## src/rtl/ser_bus_arbiter_if.sv

```systemverilog
// Requester-side and SER-side signals of the serializer egress arbiter.
// The arbiter uses the master modport; the requesters and SER use the slave modport.
interface ser_bus_arbiter_if #(
    parameter int NREQ = 4
);
    logic [NREQ-1:0]     req_valid;
    logic [NREQ-1:0]     req_lock;
    logic [NREQ*15-1:0]  req_pAdr;
    logic [NREQ*128-1:0] req_data;
    logic [NREQ*4-1:0]   req_dest;
    logic [NREQ*4-1:0]   req_return;
    logic [NREQ-1:0]     req_rw;
    logic [NREQ*16-1:0]  req_size;
    logic [NREQ-1:0]     req_read;

    logic [2:0]          grant_id;
    logic                valid_s;
    logic [14:0]         pAdr_s;
    logic [127:0]        data_s;
    logic [3:0]          dest_s;
    logic [3:0]          return_s;
    logic                rw_s;
    logic [15:0]         size_s;
    logic                full_block_s;
    logic                free_block_s;

    modport master (
        input  req_valid, req_lock, req_pAdr, req_data, req_dest, req_return, req_rw, req_size,
        input  full_block_s, free_block_s,
        output req_read, grant_id, valid_s, pAdr_s, data_s, dest_s, return_s, rw_s, size_s
    );

    modport slave (
        output req_valid, req_lock, req_pAdr, req_data, req_dest, req_return, req_rw, req_size,
        output full_block_s, free_block_s,
        input  req_read, grant_id, valid_s, pAdr_s, data_s, dest_s, return_s, rw_s, size_s
    );
endinterface

```

## src/rtl/ser_bus_arbiter.sv

```systemverilog
// Round-robin arbiter sharing the SER egress port among NREQ requesters, with a
// registered one-entry output stage and optional locked bursts for multi-packet transfers.
module ser_bus_arbiter #(
    parameter int NREQ         = 4,
    parameter int BURST_MAX    = 8,
    parameter int LOCK_TIMEOUT = 16
) (
    input  logic               clk,
    input  logic               rst,
    ser_bus_arbiter_if.master  bus
);
    localparam int IDW = 3;
    localparam int BCW = $clog2(BURST_MAX + 1);
    localparam int ICW = $clog2(LOCK_TIMEOUT + 1);

    localparam logic [0:0] ST_UNLOCKED = 1'b0;
    localparam logic [0:0] ST_LOCKED   = 1'b1;

    // Per-requester views of the flattened packet buses
    logic [14:0]  pAdr_arr   [NREQ];
    logic [127:0] data_arr   [NREQ];
    logic [3:0]   dest_arr   [NREQ];
    logic [3:0]   return_arr [NREQ];
    logic [15:0]  size_arr   [NREQ];

    logic             valid_q,    valid_d;
    logic [IDW-1:0]   grant_q,    grant_d;
    logic [14:0]      pAdr_q,     pAdr_d;
    logic [127:0]     data_q,     data_d;
    logic [3:0]       dest_q,     dest_d;
    logic [3:0]       return_q,   return_d;
    logic             rw_q,       rw_d;
    logic [15:0]      size_q,     size_d;
    logic [0:0]       state_q,    state_d;
    logic [IDW-1:0]   owner_q,    owner_d;
    logic [BCW-1:0]   burst_q,    burst_d;
    logic [ICW-1:0]   idle_q,     idle_d;
    logic [IDW-1:0]   last_q,     last_d;

    logic             accept;
    logic             load_en;
    logic [NREQ-1:0]  eligible;
    logic [NREQ-1:0]  above_last;
    logic [NREQ-1:0]  eligible_hi;
    logic             hi_found;
    logic [IDW-1:0]   hi_idx;
    logic             lo_found;
    logic [IDW-1:0]   lo_idx;
    logic             win_found;
    logic [IDW-1:0]   win_idx;
    logic             win_valid;

    logic [14:0]      sel_pAdr;
    logic [127:0]     sel_data;
    logic [3:0]       sel_dest;
    logic [3:0]       sel_return;
    logic             sel_rw;
    logic [15:0]      sel_size;
    logic             sel_lock;

    logic [BCW-1:0]   burst_inc;
    logic [ICW-1:0]   idle_inc;

    assign accept  = valid_q & bus.free_block_s & ~bus.full_block_s;
    assign load_en = ~valid_q | accept;

    genvar gi;
    generate
        for (gi = 0; gi < NREQ; gi++) begin : g_req
            assign pAdr_arr[gi]   = bus.req_pAdr[15*gi +: 15];
            assign data_arr[gi]   = bus.req_data[128*gi +: 128];
            assign dest_arr[gi]   = bus.req_dest[4*gi +: 4];
            assign return_arr[gi] = bus.req_return[4*gi +: 4];
            assign size_arr[gi]   = bus.req_size[16*gi +: 16];

            // While locked only the owner competes; everyone else waits untouched.
            assign eligible[gi]   = bus.req_valid[gi] &
                                    ((state_q == ST_UNLOCKED) || (owner_q == IDW'(gi)));
            assign above_last[gi] = (IDW'(gi) > last_q);
            assign bus.req_read[gi] = win_valid & (win_idx == IDW'(gi));
        end
    endgenerate

    assign eligible_hi = eligible & above_last;

    // Round-robin: lowest eligible index above last_grant, else wrap to lowest overall.
    always_comb begin
        hi_found = 1'b0;
        hi_idx   = '0;
        lo_found = 1'b0;
        lo_idx   = '0;
        for (int i = NREQ - 1; i >= 0; i--) begin
            if (eligible_hi[i]) begin
                hi_found = 1'b1;
                hi_idx   = IDW'(i);
            end
            if (eligible[i]) begin
                lo_found = 1'b1;
                lo_idx   = IDW'(i);
            end
        end
    end

    assign win_found = lo_found;
    assign win_idx   = hi_found ? hi_idx : lo_idx;
    assign win_valid = load_en & win_found;

    always_comb begin
        sel_pAdr   = '0;
        sel_data   = '0;
        sel_dest   = '0;
        sel_return = '0;
        sel_rw     = 1'b0;
        sel_size   = '0;
        sel_lock   = 1'b0;
        for (int i = 0; i < NREQ; i++) begin
            if (win_idx == IDW'(i)) begin
                sel_pAdr   = pAdr_arr[i];
                sel_data   = data_arr[i];
                sel_dest   = dest_arr[i];
                sel_return = return_arr[i];
                sel_rw     = bus.req_rw[i];
                sel_size   = size_arr[i];
                sel_lock   = bus.req_lock[i];
            end
        end
    end

    assign burst_inc = (burst_q >= BCW'(BURST_MAX)) ? burst_q : burst_q + BCW'(1);
    assign idle_inc  = (idle_q >= ICW'(LOCK_TIMEOUT)) ? idle_q : idle_q + ICW'(1);

    always_comb begin
        valid_d  = valid_q;
        grant_d  = grant_q;
        pAdr_d   = pAdr_q;
        data_d   = data_q;
        dest_d   = dest_q;
        return_d = return_q;
        rw_d     = rw_q;
        size_d   = size_q;
        state_d  = state_q;
        owner_d  = owner_q;
        burst_d  = burst_q;
        idle_d   = idle_q;
        last_d   = last_q;

        if (win_valid) begin
            valid_d  = 1'b1;
            grant_d  = win_idx;
            last_d   = win_idx;
            pAdr_d   = sel_pAdr;
            data_d   = sel_data;
            dest_d   = sel_dest;
            return_d = sel_return;
            rw_d     = sel_rw;
            size_d   = sel_size;

            if (state_q == ST_LOCKED) begin
                burst_d = burst_inc;
                idle_d  = '0;
                // Hitting the burst cap releases the lock; last_grant=owner makes others go first.
                if (!sel_lock || (burst_inc >= BCW'(BURST_MAX))) begin
                    state_d = ST_UNLOCKED;
                end
            end else if (sel_lock) begin
                owner_d = win_idx;
                burst_d = BCW'(1);
                idle_d  = '0;
                state_d = (BURST_MAX > 1) ? ST_LOCKED : ST_UNLOCKED;
            end
        end else if (load_en) begin
            if (accept) begin
                valid_d = 1'b0;
            end
            if (state_q == ST_LOCKED) begin
                idle_d = idle_inc;
                if (idle_inc >= ICW'(LOCK_TIMEOUT)) begin
                    state_d = ST_UNLOCKED;
                    idle_d  = '0;
                end
            end
        end
    end

    always_ff @(posedge clk or negedge rst) begin
        if (!rst) begin
            valid_q  <= 1'b0;
            grant_q  <= '0;
            pAdr_q   <= '0;
            data_q   <= '0;
            dest_q   <= '0;
            return_q <= '0;
            rw_q     <= 1'b0;
            size_q   <= '0;
            state_q  <= ST_UNLOCKED;
            owner_q  <= '0;
            burst_q  <= '0;
            idle_q   <= '0;
            last_q   <= IDW'(NREQ - 1);
        end else begin
            valid_q  <= valid_d;
            grant_q  <= grant_d;
            pAdr_q   <= pAdr_d;
            data_q   <= data_d;
            dest_q   <= dest_d;
            return_q <= return_d;
            rw_q     <= rw_d;
            size_q   <= size_d;
            state_q  <= state_d;
            owner_q  <= owner_d;
            burst_q  <= burst_d;
            idle_q   <= idle_d;
            last_q   <= last_d;
        end
    end

    assign bus.valid_s  = valid_q;
    assign bus.grant_id = grant_q;
    assign bus.pAdr_s   = pAdr_q;
    assign bus.data_s   = data_q;
    assign bus.dest_s   = dest_q;
    assign bus.return_s = return_q;
    assign bus.rw_s     = rw_q;
    assign bus.size_s   = size_q;
endmodule

```

## src/flat_wrapper.sv

```systemverilog
// flat-port wrapper written by rule: the top's interface ports become plain ports
module ser_bus_arbiter_flat 
#(
    parameter int NREQ         = 4,
    parameter int BURST_MAX    = 8,
    parameter int LOCK_TIMEOUT = 16
)
  (clk, rst, bus_req_valid, bus_req_lock, bus_req_pAdr, bus_req_data, bus_req_dest, bus_req_return, bus_req_rw, bus_req_size, bus_full_block_s, bus_free_block_s, bus_req_read, bus_grant_id, bus_valid_s, bus_pAdr_s, bus_data_s, bus_dest_s, bus_return_s, bus_rw_s, bus_size_s);
  ser_bus_arbiter_if #(.NREQ(NREQ)) bus_i ();
  input  logic clk;
  input  logic rst;
  input wire logic [$bits(bus_i.req_valid)-1:0] bus_req_valid;
  input wire logic [$bits(bus_i.req_lock)-1:0] bus_req_lock;
  input wire logic [$bits(bus_i.req_pAdr)-1:0] bus_req_pAdr;
  input wire logic [$bits(bus_i.req_data)-1:0] bus_req_data;
  input wire logic [$bits(bus_i.req_dest)-1:0] bus_req_dest;
  input wire logic [$bits(bus_i.req_return)-1:0] bus_req_return;
  input wire logic [$bits(bus_i.req_rw)-1:0] bus_req_rw;
  input wire logic [$bits(bus_i.req_size)-1:0] bus_req_size;
  input wire logic [$bits(bus_i.full_block_s)-1:0] bus_full_block_s;
  input wire logic [$bits(bus_i.free_block_s)-1:0] bus_free_block_s;
  output wire logic [$bits(bus_i.req_read)-1:0] bus_req_read;
  output wire logic [$bits(bus_i.grant_id)-1:0] bus_grant_id;
  output wire logic [$bits(bus_i.valid_s)-1:0] bus_valid_s;
  output wire logic [$bits(bus_i.pAdr_s)-1:0] bus_pAdr_s;
  output wire logic [$bits(bus_i.data_s)-1:0] bus_data_s;
  output wire logic [$bits(bus_i.dest_s)-1:0] bus_dest_s;
  output wire logic [$bits(bus_i.return_s)-1:0] bus_return_s;
  output wire logic [$bits(bus_i.rw_s)-1:0] bus_rw_s;
  output wire logic [$bits(bus_i.size_s)-1:0] bus_size_s;
  assign bus_i.req_valid = bus_req_valid;
  assign bus_i.req_lock = bus_req_lock;
  assign bus_i.req_pAdr = bus_req_pAdr;
  assign bus_i.req_data = bus_req_data;
  assign bus_i.req_dest = bus_req_dest;
  assign bus_i.req_return = bus_req_return;
  assign bus_i.req_rw = bus_req_rw;
  assign bus_i.req_size = bus_req_size;
  assign bus_i.full_block_s = bus_full_block_s;
  assign bus_i.free_block_s = bus_free_block_s;
  assign bus_req_read = bus_i.req_read;
  assign bus_grant_id = bus_i.grant_id;
  assign bus_valid_s = bus_i.valid_s;
  assign bus_pAdr_s = bus_i.pAdr_s;
  assign bus_data_s = bus_i.data_s;
  assign bus_dest_s = bus_i.dest_s;
  assign bus_return_s = bus_i.return_s;
  assign bus_rw_s = bus_i.rw_s;
  assign bus_size_s = bus_i.size_s;
  ser_bus_arbiter #(.NREQ(NREQ), .BURST_MAX(BURST_MAX), .LOCK_TIMEOUT(LOCK_TIMEOUT)) u_core (.clk(clk), .rst(rst), .bus(bus_i));
endmodule
```

## config.mk

```make
export PLATFORM = sky130hd
export DESIGN_NAME = ser_bus_arbiter_flat
export DESIGN_NICKNAME = d
export VERILOG_FILES = /design/src/rtl/ser_bus_arbiter_if.sv /design/src/rtl/ser_bus_arbiter.sv /design/src/flat_wrapper.sv
export SDC_FILE = /design/constraint.sdc
export NUM_CORES = 1
export LEC_CHECK = 0
export ABC_AREA = 1
export CAP_MARGIN = 10
export CORE_AREA = 3 3 335 337
export DETAILED_ROUTE_END_ITERATION = 12
export DIE_AREA = 0 0 338 340
export SYNTH_ARGS = -nofsm -noshare
export SYNTH_HDL_FRONTEND = slang
export SYNTH_SLANG_ARGS = --single-unit
```

## constraint.sdc

```tcl
create_clock -name clk -period 3.75 [get_ports clk]
set_input_delay 0.9375 -clock clk [delete_from_list [all_inputs] [get_ports clk]]
set_output_delay 0.9375 -clock clk [all_outputs]
set_load 0.02 [all_outputs]
```

==> out/qor.yml, run 1 <==
grt:
  grt_max_degree: 94
  antenna_found_initial: 63
  grtUsageMet2_pct: 26.9
  busiest_layer: "met2"
  grt_pass1_vias: 16430
  grt.total_usage_pct: 16.1
  grt_pass1_wl_um: 129000
  met3_usage_pct: 4.89
  use_met1_pct: 18.7
  grt_overflow: 0
drt:
  wire_per_inst_um: 23.3
  viasPerCell: 3.99
  vias: 16505
  drc: 0
  ant_nets: 0
  wl_um: 96300
  dr.pass1.iters: 5
  drt_iter0_drc: 935
critical_path:
  rr_endpoint: "u_core.burst_q[1]"
  end_kind: "primary output"
  setup.worst_path.class: "in -> out"
  rr_worst_depth: 14
  required_ns: 2.81
  crit_fanout: 5
  r2r_start: "u_core.state_q"
  cp.arrival_ns: 2.61
  ff2ff_setup_slack_ns: 0.80
  cp-start-kind: "input pin"
floorplan:
  die_area_um2: 115000
  core_area_um2: 109000
  die_w_um: 338
  initial_core_util_pct: 11.0
  die_y_um: 340
  row_count: 121
  pin_count: 860
finish:
  drive_above_1_share_pct: 4.56
  nets: 3306
  layout_commonest_cell: "nand2_1"
  finalNonFillerCells: 4134
  fillers: 12308
  synthToLayoutAreaGrowth_pct: 92.4
  design_area_um2: 23100
  final_cell_mix: "nand2_1 (891), clkdlybuf4s50_1 (853), nand3_1 (355)"
timing:
  period_needed_ns: 3.54
  max_freq_mhz: 282
  worst_slew_pin_slew_ns: 0.883
  rsz0062_at_grt: "no"
  report.final.slew_viol_count: 0
  min_period_over_period_pct: 94.5
  setup_viol: 0
  relSlewSlack_pct: 41.2
  finalSetupTns_ns: 0
  worst_slack_ns: 0.207
  hold_viol: 0
  skew_ns: 0.0105
  timing.hold.ws_ns: 0.451
clock_network:
  cts.sinks: 185
  clock_path_buffers: 2
  cts_tree: "yes"
  cts_setup_buffers: 0
  holdBufCountCts: 0
  htree_levels: 4
  cts_resized: 4
  cts_buffers: 17
  cts-root-buf: "clkbuf_16"
  path_clk_slew_ns: 0.09
  clk_latency_ns: 0.50
placement:
  placedInstanceArea_um2: 22400
  place_ws_ns: -0.0538
  numPortBuffers: 858
  dpl.cell_count: 4075
  post-dp-hpwl_um: 78600
  gp_congestion: 0.900
min_path:
  min_path_type: "in -> async"
synth:
  syn_area_per_cell_um2: 6.57
  ys_ff_latch: 185
  ys_types: 31
  seq_area_frac_synth_pct: 38.6
  syn_area_um2: 12000
  syn_nets: 2513
  synthCells: 1825
  yosysWarnings: 0
power_and_ir_drop:
  p_leak_nw: 9.60
  ir_drop_mv: 0.400
  power_density_nw_per_um2: 840
run_status:
  status: "completed"
job:
  max_cap_violations: 0
report_power, final:
group / switching [W] / total [W] / internal [W]
Combinational: 0.00890 / 0.0138 / 0.00489
Sequential: 0.000575 / 0.00354 / 0.00296
Clock: 0.00104 / 0.00207 / 0.00103
Total: 0.0105 / 0.0194 / 0.00888
cell type report:
class / count / area (um^2) / area share, %
Timing Repair Buffer: 925 / 9250 / 40.1
Multi-Input combinational cell: 1463 / 6560 / 28.4
Sequential cell: 185 / 4630 / 20.1
Tap cell: 1476 / 1850 / 8.00
Clock buffer: 18 / 439 / 1.90
Clock inverter: 14 / 181 / 0.786
Inverter: 26 / 108 / 0.466
Antenna cell: 27 / 67.6 / 0.293
critical path, cell delays in order:
cell and delay (ns):
clkdlybuf4s50_1 0.46, nand2_1 0.16, nand2_1 0.13, inv_1 0.08, a21oi_4 0.24, nand2_1 0.12
nor2_1 0.11, dlygate4sd2_1 0.36
per-stage QoR:
| stage | util, % | total power [W] |
|---|---|---|
| 6_report | 21.1 | 0.0194 |
| 5_1_grt | 21.1 | 0.0210 |
| 4_1_cts | 21.1 | 0.0198 |
| 3_5_place_dp | 20.5 | 0.0176 |
| 3_3_place_gp | 20.5 | 0.0176 |
| 2_1_floorplan | - | 0.0111 |
logic make-up after synthesis:
logic type	after synthesis	synth area share, %
AOI/OAI and AO/OA	14	0.730
adders and majority gates	4	0.417
xor gates and xnor gates	2	0.146
buffers and inverters	177	6.90
other	1	0.0313
DFF	185	38.6
and+or+nand+nor	1442	53.2
state kept, by name, summed over array words and instances (netlist names), 4 cells and up:
register             cells
u_core.burst_q           4
u_core.idle_q            5
u_core.bus.dest_s        4
u_core.bus.pAdr_s       15
u_core.bus.return_s      4
u_core.bus.size_s       16
u_core.bus.data_s      128
worst max-delay path by stage:
stage                            to             start  cells after the start  slack [ns]
floorplan           bus_req_read[2]  bus_req_valid[1]                      9        0.57
CTS                 bus_req_read[1]  bus_free_block_s                      8        0.21
global placement    bus_req_read[1]  bus_free_block_s                      8        -0.1
finish              bus_req_read[1]  bus_free_block_s                      8        0.21
detailed placement  bus_req_read[1]  bus_free_block_s                      8       -0.05
global route        bus_req_read[1]  bus_full_block_s                      9        0.12
routing by layer:
metal  up-vias  share of wire, %
met5         -              0.15
met4        22               3.4
met3       152               7.6
met2       764                49
met1      7885                40
li1       7682                 -
cells in the mapped netlist (all sizes together):
cell type | number | area, um^2
conb | 1 | 3.75
a211oi | 1 | 7.51
o2111ai | 1 | 8.76
nor3 | 3 | 15.0
nand3 | 356 | 1790
nand2 | 898 | 3410
nand4 | 174 | 1090
dfstp | 2 | 52.6
xnor2 | 2 | 17.5
buf | 111 | 578
dfrtp | 183 | 4580
o21ai | 7 | 35.0
inv | 26 | 100
a21oi | 5 | 36.3
ha | 4 | 50.1
nor2 | 11 | 75.1
clkbuf | 40 | 150
No activity file was read; power rests on OpenSTA's default activity.
==> inputs of run 2 (changes only) <==
GPL_ROUTABILITY_DRIVEN = 0   (was default)
==> out/qor.yml, run 2 (same netlist as run 1, synthesis figures left out) <==
finish:
  drive_above_1_share_pct: 3.68
  synthToLayoutAreaGrowth_pct: 91.0
  multi_input_area_um2: 6560
  final_cell_mix: "nand2_1 (891), clkdlybuf4s50_1 (853), nand3_1 (355)"
  finalNonFillerCells: 4087
  largest_reg_flops: 128
  nets: 3282
  seq_area_um2: 4630
  fillers: 12337
  layout_commonest_cell: "nand2_1"
power_and_ir_drop:
  ir_drop_mv: 0.712
  p_clk_share_pct: 11.1
  switching_power_w: 0.0104
  internal-power_w: 0.00881
  p_leak_nw: 9.52
  power_density_nw_per_um2: 839
  p_sw_share_pct: 54.2
  combPwrFrac_pct: 70.5
  power_frac_seq_pct: 18.5
floorplan:
  die_y_um: 340
  pin_count: 860
  initial_core_util_pct: 11.0
  die_w_um: 338
  row_count: 121
  die_area_um2: 115000
  core_area_um2: 109000
grt:
  grt_pass1_vias: 16100
  grt.total_usage_pct: 15.7
  grt_pass1_wl_um: 127000
  grt_overflow: 0
  grt_max_degree: 154
  antenna_found_initial: 51
timing:
  timing.hold.ws_ns: 0.467
  period_needed_ns: 3.52
  report.final.slew_viol_count: 0
  relSlewSlack_pct: 39.7
  hold_viol: 0
  max_freq_mhz: 284
  worst_slew_pin_slew_ns: 0.905
  rsz0062_at_grt: "no"
  setup_viol: 0
  min_period_over_period_pct: 93.8
  skew_ns: 0.00927
clock_network:
  cts_tree: "yes"
  clk_latency_ns: 0.50
  cts.sinks: 185
  path_clk_slew_ns: 0.08
  holdBufCountCts: 0
  clock_path_buffers: 2
  cts-root-buf: "clkbuf_16"
  htree_levels: 4
  cts_buffers: 17
critical_path:
  cp-start-kind: "input pin"
  setup.worst_path.class: "in -> out"
  crit_path_cell_trace: "clkdlybuf4s50_1, nand2_1, nand2_1, inv_1, a21oi_4, nand2_1, nor2_1, dlygate4sd2_1"
  ff2ff_setup_slack_ns: 0.99
  cp.arrival_ns: 2.58
  rr_worst_depth: 12
  cp_common_cell: "nand2_1"
  critPathTopFamily: "buffers and inverters"
  rr_endpoint: "u_core.bus.data_s[30]"
  end_kind: "primary output"
  critPathMaxStageDelay_ns: 0.51
  crit_buf_inv: 3
  r2r_start: "u_core.state_q"
  crit_fanout: 5
  critPathSlowestCell: "clkdlybuf4s50_1"
  required_ns: 2.81
min_path:
  min_path_type: "in -> async"
drt:
  wire_per_inst_um: 23.1
  dr.pass1.iters: 7
  drt_iter0_drc: 970
  viasPerCell: 4.01
  drc: 0
  wl_um: 94600
  ant_nets: 0
  vias: 16385
run_status:
  status: "completed"
placement:
  numPortBuffers: 858
  dpl.cell_count: 4051
  post-dp-hpwl_um: 77000
job:
  max_cap_violations: 0
==> run 2: cell count changes in the layout (fill, tap and decap cells not counted), sizes merged <==
| cell | previous run | this run |
|---|---|---|
| buf | 68 | 44 |
| bufinv | 2 | 3 |
| clkbuf | 18 | 17 |
| clkinv | 3 | 6 |
| clkinvlp | 3 | 0 |
| diode | 27 | 4 |
==> run 2: repair_timing <==
action                                  in CTS  in global routing
endpoints found under the setup margin       4                  0
resized for setup                            4                  0
buffers inserted                             0                  0
==> run 2: worst max path at each step <==
stage                     slack, ns  cells after the start              from         endpoint
final                          0.23                      8  bus_req_valid[2]  bus_req_read[1]
after global placement        -0.06                      8  bus_free_block_s  bus_req_read[1]
after detailed placement      -0.07                      8  bus_free_block_s  bus_req_read[1]
after CTS                      0.19                      8  bus_free_block_s  bus_req_read[1]
after global routing           0.12                      8  bus_free_block_s  bus_req_read[1]
after floorplan                0.57                      9  bus_req_valid[1]  bus_req_read[2]
==> run 2: final cells by class <==
class                   instances  share of cell area [%]
repair buffers                901                    39.8
well taps                    1476                    8.06
clock inverters                15                   0.912
diodes                          4                  0.0437
clock buffers                  17                    1.86
inverters                      26                   0.470
flip-flops and latches        185                    20.2
multi-input cells            1463                    28.6
==> run 2: routing by layer <==
metal  routed length, um  GRT usage [%]  part of all wire, %  vias to the layer above
li1                    -              -                    -                     7600
met4                2570           4.86                  2.7                        8
met5                  48              0                0.051                        -
met3                6290           2.98                  6.7                      141
met2               46000           27.1                   49                      779
met1               39700           19.7                   42                     7857
==> run 2: per-stage QoR <==
stage               area, um^2  setup slack (ns)  util (%)  power [W]  TNS (ns)
global route             22900             0.118      21.0     0.0207         0
floorplan                12000             0.571         -     0.0111         0
detailed placement       22300           -0.0725      20.4     0.0173   -0.0958
global placement         22300           -0.0589      20.4     0.0172    -0.107
CTS                      22900             0.187      21.0     0.0196         0
finish                   22900             0.232      21.0     0.0192         0
==> run 2: power by group through the flow <==
stage          sequential (W)  combinational, W  clock (W)
3_3_place_gp          0.00355            0.0137          0
6_report              0.00355            0.0135    0.00213
4_1_cts               0.00356            0.0138    0.00225
5_1_grt               0.00366            0.0147    0.00230
2_1_floorplan         0.00450           0.00658          0
3_5_place_dp          0.00356            0.0137          0
==> inputs of run 3 (changes only) <==
PLACE_DENSITY_LB_ADDON = 0.05   (was default)
==> out/qor.yml, run 3 (same netlist as run 1, synthesis figures left out) <==
clock_network:
  path_clk_slew_ns: 0.08
  cts_tree: "yes"
  holdBufCountCts: 0
  cts_buffers: 17
  htree_levels: 4
  clock_path_buffers: 2
  cts-root-buf: "clkbuf_16"
  cts.sinks: 185
  clk_latency_ns: 0.51
placement:
  place_ws_ns: -0.0350
  numPortBuffers: 858
  post-dp-hpwl_um: 65700
  placedInstanceArea_um2: 22400
power_and_ir_drop:
  ir_drop_mv: 0.542
  power_density_nw_per_um2: 843
  p_leak_nw: 9.58
  p_total_w: 0.0194
drt:
  vias: 15744
  ant_nets: 0
  viasPerCell: 3.83
  dr.pass1.iters: 5
  wire_per_inst_um: 21.0
  drt_iter0_drc: 665
  drc: 0
  wl_um: 86300
job:
  max_cap_violations: 0
critical_path:
  setup.worst_path.class: "in -> out"
  r2r_start: "u_core.owner_q[1]"
  crit_fanout: 4
  critPathMaxStageDelay_ns: 0.50
  cp-start-kind: "input pin"
  crit_buf_inv: 5
  end_kind: "primary output"
  required_ns: 2.81
  worstSetupStartpoint: "bus_req_valid[3]"
  cp_common_cell: "inv_1"
  crit_path_cell_trace: "clkdlybuf4s50_1, nand3_1, nand2_2, inv_1, nand2_4, nand2_8, buf_4, inv_1, nand2_1, nor2_1, buf_12"
  cp.arrival_ns: 2.69
  critPathSlowestCell: "clkdlybuf4s50_1"
  critPathTopFamily: "buffers and inverters"
timing:
  max_freq_mhz: 276
  period_needed_ns: 3.63
  hold_viol: 0
  relSlewSlack_pct: 37.3
  setup_viol: 0
  worst_slew_pin_slew_ns: 0.940
  rsz0062_at_grt: "no"
  report.final.slew_viol_count: 0
  worst_slack_ns: 0.125
  min_period_over_period_pct: 96.7
  skew_ns: 0.0169
floorplan:
  core_area_um2: 109000
  row_count: 121
  die_y_um: 340
  die_area_um2: 115000
  initial_core_util_pct: 11.0
  pin_count: 860
  die_w_um: 338
finish:
  layout_commonest_cell: "nand2_1"
  synthToLayoutAreaGrowth_pct: 92.2
  nets: 3297
  drive_above_1_share_pct: 4.27
  utilization_pct: 21.1
  largest_reg_flops: 128
  design_area_um2: 23100
  final_cell_mix: "nand2_1 (891), clkdlybuf4s50_1 (853), nand3_1 (355)"
min_path:
  min_path_type: "in -> async"
grt:
  grt_max_degree: 169
  grt_pass1_wl_um: 120000
  grt_pass1_vias: 16654
  grt_overflow: 0
  grt.total_usage_pct: 14.4
  antenna_found_initial: 21
run_status:
  status: "completed"
## run 3: cell types whose count changed in the layout (fill, tap and decap cells not counted), sizes merged
cell / previous run / this run
buf: 44 / 62
diode: 4 / 13
clkinv: 6 / 1
dlygate4sd2: 4 / 1
bufinv: 3 / 1
clkbuf: 17 / 19
clkinvlp: 0 / 2
inv: 32 / 34
## run 3: per-layer routing
metal  part of all wire, %  vias up  track usage (%)
li1                      -     7662                -
met1                    39     7373             15.9
met2                    49      615             25.4
met3                    10       70             6.34
met4                   1.7       24             3.04
met5                  0.18        -                0
## run 3: cell type report
cell class	count	area, um^2
Timing Repair Buffer	916	9310
Fill cell	12257	86100
Multi-Input combinational cell	1463	6560
Clock inverter	12	131
Tap cell	1476	1850
Clock buffer	19	443
Antenna cell	13	32.5
Inverter	26	105
Sequential cell	185	4630
## run 3: where the power goes
group	switching (W)	total, W	internal (W)	leakage [nW]
sequential	0.000534	0.00349	0.00296	2.32
combinational	0.00898	0.0140	0.00503	6.98
clock	0.000988	0.00194	0.000955	0.277
## run 3: metrics by stage
step	hold slack [ns]	instances	TNS [ns]
finish	0.444	4110	0
global placement	0.463	4066	-0.0417
CTS	0.456	4097	0
detailed placement	0.464	4066	-0.0350
global route	0.465	4099	0
floorplan	0.483	1825	0
## run 3: worst reg2reg max path, delay by kind of cell, from the launching register on
family	cells	cell delay (ns)
buffers and inverters	4	0.81
AO/OA/AOI/OAI	1	0.29
AND/OR/NAND/NOR	10	1.20
flip-flops	1	0.43
## run 3: worst paths after layout
path,end,slack [ns],cells after the start
max in group asynchronous,u_core.bus.data_s[53],2.47,2
hold / removal,u_core.bus.pAdr_s[3],0.44,1
min in group clk,u_core.bus.data_s[44],0.48,2
hold reg to reg,u_core.bus.data_s[44],0.48,2
setup reg to reg,u_core.idle_q[2],0.92,15
setup / recovery,bus_req_read[3],0.12,11
## run 3: what timing repair did
item | in CTS | in global routing
resized for setup | 1 | 0
buffers inserted | 0 | 0
endpoints found under the setup margin | 1 | 0
